<file path="src/rtl/game_ctrl_fsm.sv">
// Snake game flow controller: mode select, ready/play/pause, death flash with
// multi-life accounting, game over and win. All outputs are registered.
module game_ctrl_fsm #(
  parameter int unsigned         LOCKOUT_CYC   = 150_000_000,
  parameter int unsigned         FLASH_CYC     = 50_000_000,
  parameter int unsigned         FLASH_TOGGLES = 4,
  parameter int unsigned         NUM_MODES     = 4,
  parameter int unsigned         MODE_W        = 2,
  parameter int unsigned         LIVES         = 3,
  parameter int unsigned         LIVES_W       = 2,
  parameter int unsigned         SCORE_W       = 12,
  parameter logic [SCORE_W-1:0]  WIN_BCD       = 12'h100
) (
  input  logic               i_clk,
  input  logic               i_rst,
  input  logic [3:0]         i_key_n,
  input  logic               i_pause_key_n,
  input  logic               i_hit_wall,
  input  logic               i_hit_body,
  input  logic [SCORE_W-1:0] i_score_bcd,
  output logic [2:0]         o_game_status,
  output logic [MODE_W-1:0]  o_mode,
  output logic [LIVES_W-1:0] o_lives_left,
  output logic               o_snake_display,
  output logic               o_life_lost,
  output logic               o_game_won
);

  typedef enum logic [2:0] {
    StIdle  = 3'd0,
    StReady = 3'd1,
    StPlay  = 3'd2,
    StPause = 3'd3,
    StDie   = 3'd4,
    StOver  = 3'd5,
    StWin   = 3'd6
  } state_e;

  localparam logic [31:0]        LockMax   = 32'(LOCKOUT_CYC);
  localparam logic [31:0]        FlashLast = 32'(FLASH_CYC - 1);
  localparam logic [31:0]        Half      = 32'(FLASH_CYC / FLASH_TOGGLES);
  localparam logic [MODE_W-1:0]  ModeLast  = MODE_W'(NUM_MODES - 1);
  localparam logic [LIVES_W-1:0] LivesInit = LIVES_W'(LIVES);

  state_e               r_state, w_state_d;
  logic [MODE_W-1:0]    r_mode, w_mode_d;
  logic [LIVES_W-1:0]   r_lives, w_lives_d;
  logic                 r_disp, w_disp_d;
  logic                 r_life_lost, w_life_lost_d;
  logic [31:0]          r_lock_cnt, w_lock_d;
  logic [31:0]          r_flash_cnt, w_flash_d;
  logic [3:0]           r_key_prev;
  logic                 r_pause_prev;

  logic [3:0]           w_key_ev;
  logic                 w_any_key;
  logic                 w_pause_ev;
  logic                 w_hit;
  logic [31:0]          w_flash_nxt;

  // Press events: released on the previous sample, pressed on this one.
  assign w_key_ev    = r_key_prev & ~i_key_n;
  assign w_any_key   = |w_key_ev;
  assign w_pause_ev  = r_pause_prev & ~i_pause_key_n;
  assign w_hit       = i_hit_wall | i_hit_body;
  assign w_flash_nxt = r_flash_cnt + 32'd1;

  always_comb begin
    w_state_d     = r_state;
    w_mode_d      = r_mode;
    w_lives_d     = r_lives;
    w_disp_d      = r_disp;
    w_life_lost_d = 1'b0;
    w_lock_d      = r_lock_cnt;
    w_flash_d     = r_flash_cnt;

    unique case (r_state)
      StIdle: begin
        if (r_lock_cnt < LockMax) begin
          w_lock_d = r_lock_cnt + 32'd1;
        end else if (w_key_ev[3]) begin
          w_state_d = StReady;
          w_lives_d = LivesInit;
        end else if (w_key_ev[0] && !w_key_ev[1]) begin
          w_mode_d = (r_mode == ModeLast) ? '0 : r_mode + MODE_W'(1);
        end else if (w_key_ev[1] && !w_key_ev[0]) begin
          w_mode_d = (r_mode == '0) ? ModeLast : r_mode - MODE_W'(1);
        end
      end
      StReady: begin
        if (w_any_key) w_state_d = StPlay;
      end
      StPlay: begin
        if (w_hit) begin
          w_state_d     = StDie;
          w_lives_d     = (r_lives == '0) ? '0 : r_lives - LIVES_W'(1);
          w_life_lost_d = 1'b1;
          w_flash_d     = '0;
          w_disp_d      = 1'b1;
        end else if (i_score_bcd >= WIN_BCD) begin
          w_state_d = StWin;
        end else if (w_pause_ev) begin
          w_state_d = StPause;
        end
      end
      StPause: begin
        if (w_pause_ev) w_state_d = StPlay;
      end
      StDie: begin
        if (r_flash_cnt == FlashLast) begin
          w_flash_d = '0;
          w_disp_d  = 1'b1;
          w_state_d = (r_lives != '0) ? StReady : StOver;
        end else begin
          w_flash_d = w_flash_nxt;
          // Toggle as the counter reaches each phase boundary k*Half.
          if ((w_flash_nxt % Half) == 32'd0) w_disp_d = ~r_disp;
        end
      end
      StOver: begin
        if (w_any_key) begin
          w_state_d = StIdle;
          w_lock_d  = '0;
        end
      end
      StWin: begin
        w_disp_d = 1'b1;
        if (w_any_key) begin
          w_state_d = StIdle;
          w_lock_d  = '0;
        end
      end
      default: begin
        w_state_d = StIdle;
        w_lock_d  = '0;
      end
    endcase
  end

  always_ff @(posedge i_clk) begin
    if (i_rst) begin
      r_state      <= StIdle;
      r_mode       <= '0;
      r_lives      <= LivesInit;
      r_disp       <= 1'b1;
      r_life_lost  <= 1'b0;
      r_lock_cnt   <= '0;
      r_flash_cnt  <= '0;
      r_key_prev   <= '1;
      r_pause_prev <= 1'b1;
    end else begin
      r_state      <= w_state_d;
      r_mode       <= w_mode_d;
      r_lives      <= w_lives_d;
      r_disp       <= w_disp_d;
      r_life_lost  <= w_life_lost_d;
      r_lock_cnt   <= w_lock_d;
      r_flash_cnt  <= w_flash_d;
      r_key_prev   <= i_key_n;
      r_pause_prev <= i_pause_key_n;
    end
  end

  assign o_game_status   = r_state;
  assign o_mode          = r_mode;
  assign o_lives_left    = r_lives;
  assign o_snake_display = r_disp;
  assign o_life_lost     = r_life_lost;
  assign o_game_won      = (r_state == StWin);

endmodule

</file>
<file path="config.mk">
export PLATFORM = sky130hd
export DESIGN_NAME = game_ctrl_fsm
export DESIGN_NICKNAME = d
export VERILOG_FILES = /design/src/rtl/game_ctrl_fsm.sv
export SDC_FILE = /design/constraint.sdc
export NUM_CORES = 1
export LEC_CHECK = 0
export BUFFER_PORTS_ARGS = -buffer_cell sky130_fd_sc_hd__buf_2
export CAP_MARGIN = 20
export CORE_ASPECT_RATIO = 1.25
export CORE_UTILIZATION = 59
export CTS_CLUSTER_SIZE = 14
export DETAILED_ROUTE_END_ITERATION = 10
export HOLD_SLACK_MARGIN = 0.03
export PLACE_DENSITY = 0.76
export SYNTH_ARGS = -nofsm -noshare
export SYNTH_HDL_FRONTEND = slang
export SYNTH_SLANG_ARGS = --single-unit
export TNS_END_PERCENT = 10
</file>
<file path="constraint.sdc">
create_clock -name i_clk -period 12.8 [get_ports i_clk]
set_clock_uncertainty 0.15 [all_clocks]
set_input_delay 2.56 -clock i_clk [delete_from_list [all_inputs] [get_ports i_clk]]
set_output_delay 2.56 -clock i_clk [all_outputs]
set_load 0.02 [all_outputs]
</file>
==> impl_metrics.yaml <==
sta:
  maxSlewHeadroom_pct: 29.37
  slew_viol_final: 0
  worst_slew_pin_slew_ns: 1.059
  fin_crit_sh_pct: 99.61
  rsz0062_at_grt: "yes"
  fmax_mhz: 78.43
  setup_tns_ns: 0
  period_needed_ns: 12.75
  setup_viol: 0
  hold_viol: 0
cells_and_area:
  layout.nets: 1923
  regArea_um2: 1564
  layout_common_cells: "buf_4 (333), nor2_1 (175), nand2_1 (153)"
  layout_commonest_cell: "buf_4"
  n_fill_cell: 1331
  drive_gt1_share_pct: 29.05
  syn_to_final_growth_pct: 29.38
  utilization_pct: 78.02
  multi_input_area_um2: 9773
  diodes: 0
detailed_routing:
  vias_per_cell: 6.573
  initialDrtViolationCount: 1213
  drc: 0
  drt-pass1-iter-count: 7
  via_count: 14010
  avgRoutedWirePerCell_um: 17.49
  drt-total-wl_um: 37290
  antenna_left: 0
place:
  dpl.hpwl_um: 28540
  io_buffers: 22
  gp_congestion: 1.005
worst_setup_path:
  path_buf_inv: 9
  reg2regPathDepth: 51
  arrival_ns: 12.83
  worstSetupPathDepth: 51
  path_common_cell: "buf_4"
  cpLargestDelayFamily: "compound AO/OA/AOI/OAI gates"
  end_kind: "register"
  cp_slowest_cell: "or4b_4"
  start_kind: "register"
  cp_slowest_stage_delay_ns: 0.57
  worstSetupPathType: "reg2reg"
  crit_fanout: 12
  cp.required_ns: 12.88
clocking:
  numCtsBuffers: 9
  htreeDepth: 3
  clk_pin_slew_ns: 0.07
  hold_buffers: 0
  cts.sinks: 78
  insertion_delay_ns: 0.35
  cts_root_buffer: "clkbuf_16"
  cts_tree: "yes"
  clock_tree.buffer_depth: 2
synthesis:
  yosysWarnings: 0
  synth_top_area_share_pct: 13.74
  synth.avg_cell_area_um2: 7.108
  syn_nets: 1627
  ys_ff_latch: 78
  ys_seq_area_share_pct: 13.74
  synth-main-ff-cell: "dfxtp_1"
  synth_area_leaders: "dfxtp_1 (14%), xnor2_1 (8.0%), nor2_1 (5.9%)"
  synthArstFlopShare_pct: 0
  syn_area_um2: 11370
  yosysUniqueCellTypes: 119
  syn_inst: 1599
  yosys.area.top_type: "dfxtp_1"
  synth-edff-count: 0
power_and_ir_drop:
  p_sw_mw: 0.1268
  p_clk_share_pct: 50.0
  power.density_nw_per_um2: 34.92
  p_int_mw: 0.3867
  combPwrFrac_pct: 2.3
  vdd_ir_drop_max_mv: 0.1019
  p_leak_nw: 5.714
  p_sw_share_pct: 24.69
  p_seq_share_pct: 47.7
min_path:
  hold_depth: 2
  hold_path_class: "reg2reg"
grt:
  grt_pass1_vias: 12830
  grt-ovfl-total: 0
  antenna_found_initial: 0
  grt_usage_pct: 35.52
  grt_max_degree: 52
  grt_pass1_wl_um: 59240
run_status:
  status: "complete, no violations"
die:
  fp-row-count: 56
  die_area_um2: 19830
  core_um2: 18850
  die_w_um: 126.1
  start_util_pct: 60.30
  pin_count: 31
  die-height_um: 157.2
run:
  cap_violations: 0
==> power groups by stage <==
stage | sequential [mW] | clock (mW) | combinational [mW]
6_report | 0.245 | 0.257 | 0.0116
3_3_place_gp | 0.251 | 0 | 0.0111
2_1_floorplan | 0.251 | 0 | 0.00799
5_1_grt | 0.245 | 0.268 | 0.0131
3_5_place_dp | 0.251 | 0 | 0.0115
4_1_cts | 0.245 | 0.260 | 0.0116
==> state kept, by name (all words and copies together), names as in the netlist <==
name             count
o_snake_display      1
r_pause_prev         1
o_mode               2
o_life_lost          1
r_key_prev           4
o_lives_left         2
o_game_status        3
r_lock_cnt          32
r_flash_cnt         32
==> through the flow <==
stage | cell area (um2) | total power [mW] | hold slack, ns | setup slack (ns) | std cells
finish | 14710 | 0.5135 | 0.3327 | 0.04931 | 2132
global route | 14710 | 0.5268 | 0.3557 | -0.2519 | 2132
CTS | 14330 | 0.5169 | 0.3386 | 0.02256 | 2125
detailed placement | 13940 | 0.2623 | 0.3248 | -0.3996 | 2106
global placement | 13940 | 0.2618 | 0.2959 | -0.07503 | 2106
floorplan | 11410 | 0.2585 | 0.2821 | 0.04282 | 1599
==> final cells by class <==
type / count / area share [%]
clock buffers: 9 / 1.532
flip-flops and latches: 78 / 10.64
inverters: 26 / 0.6637
clock inverters: 7 / 0.5020
multi-input cells: 1421 / 66.46
well taps: 232 / 1.974
repair buffers: 359 / 18.23
==> synth_stat cells (6+ instances only) <==
master     number
mux2_2          8
a22oi_1        20
xnor2_1       104
buf_2          16
dfxtp_1        78
a21oi_1        92
and2_1         24
nor3_1         79
o2111ai_1       9
o21a_1          6
o31ai_1        10
nor2_1        180
nor2b_1        18
or2_2          19
o21ai_1        14
buf_4           6
and4_1         13
buf_1           7
a31oi_1        24
clkbuf_1       40
or4_1          11
nand3_1        63
o41a_1          6
nand2b_1       14
ha_1            7
and3_1         29
nand2_1       154
o211a_1         7
inv_1          26
a211o_1        11
a21o_1         17
o221ai_1        6
or3_1          16
o21ai_0        73
o31a_1          7
xor2_1         59
buf_6           6
nand4_1        40
a21oi_2         6
o211ai_1       24
o21bai_1        6
nor4_1         34
mux2i_1        15
a211oi_1       21
==> final timing paths <==
check	endpoint	from	slack, ns
min reg2reg	r_lock_cnt[28]$_SDFFE_PP0P_	r_lock_cnt[28]$_SDFFE_PP0P_	0.33
max	o_snake_display$_SDFFE_PP1P_	r_flash_cnt[0]$_SDFFE_PP0P_	0.05
max reg2reg	o_snake_display$_SDFFE_PP1P_	r_flash_cnt[0]$_SDFFE_PP0P_	0.05
min	r_lock_cnt[28]$_SDFFE_PP0P_	r_lock_cnt[28]$_SDFFE_PP0P_	0.33
==> metal layers <==
layer	wire [um]	vias to the layer above	GRT usage [%]	part of all wire, %
met3	2226	148	3.331	6.0
li1	-	6667	-	-
met2	18280	638	64.35	49
met1	15300	6560	42.74	41
met5	0	-	0	0
met4	1488	0	15.09	4.0
==> kinds of logic after synthesis <==
kind of cell,count (synthesis),synth area share (%)
multiplexers,23,2.114
adder cells (fa/ha/maj),12,1.211
buffers and inverters,101,4.106
AND/OR/NAND/NOR,744,33.93
AO/OA/AOI/OAI,478,32.34
flip-flops,78,13.74
XOR/XNOR,163,12.56
==> worst min-delay path, stage by stage, from the launching register on <==
cell,delay [ns]
dfxtp_1,0.34
a21oi_1,0.05
nor2_1,0.07
==> what timing repair did <==
action	4_1_cts	5_1_grt
buffers inserted	2	7
pin swaps	5	12
setup endpoints to repair	1	1
resized for setup	16	68
gates cloned	1	0
(Power assumes the default switching activity.)
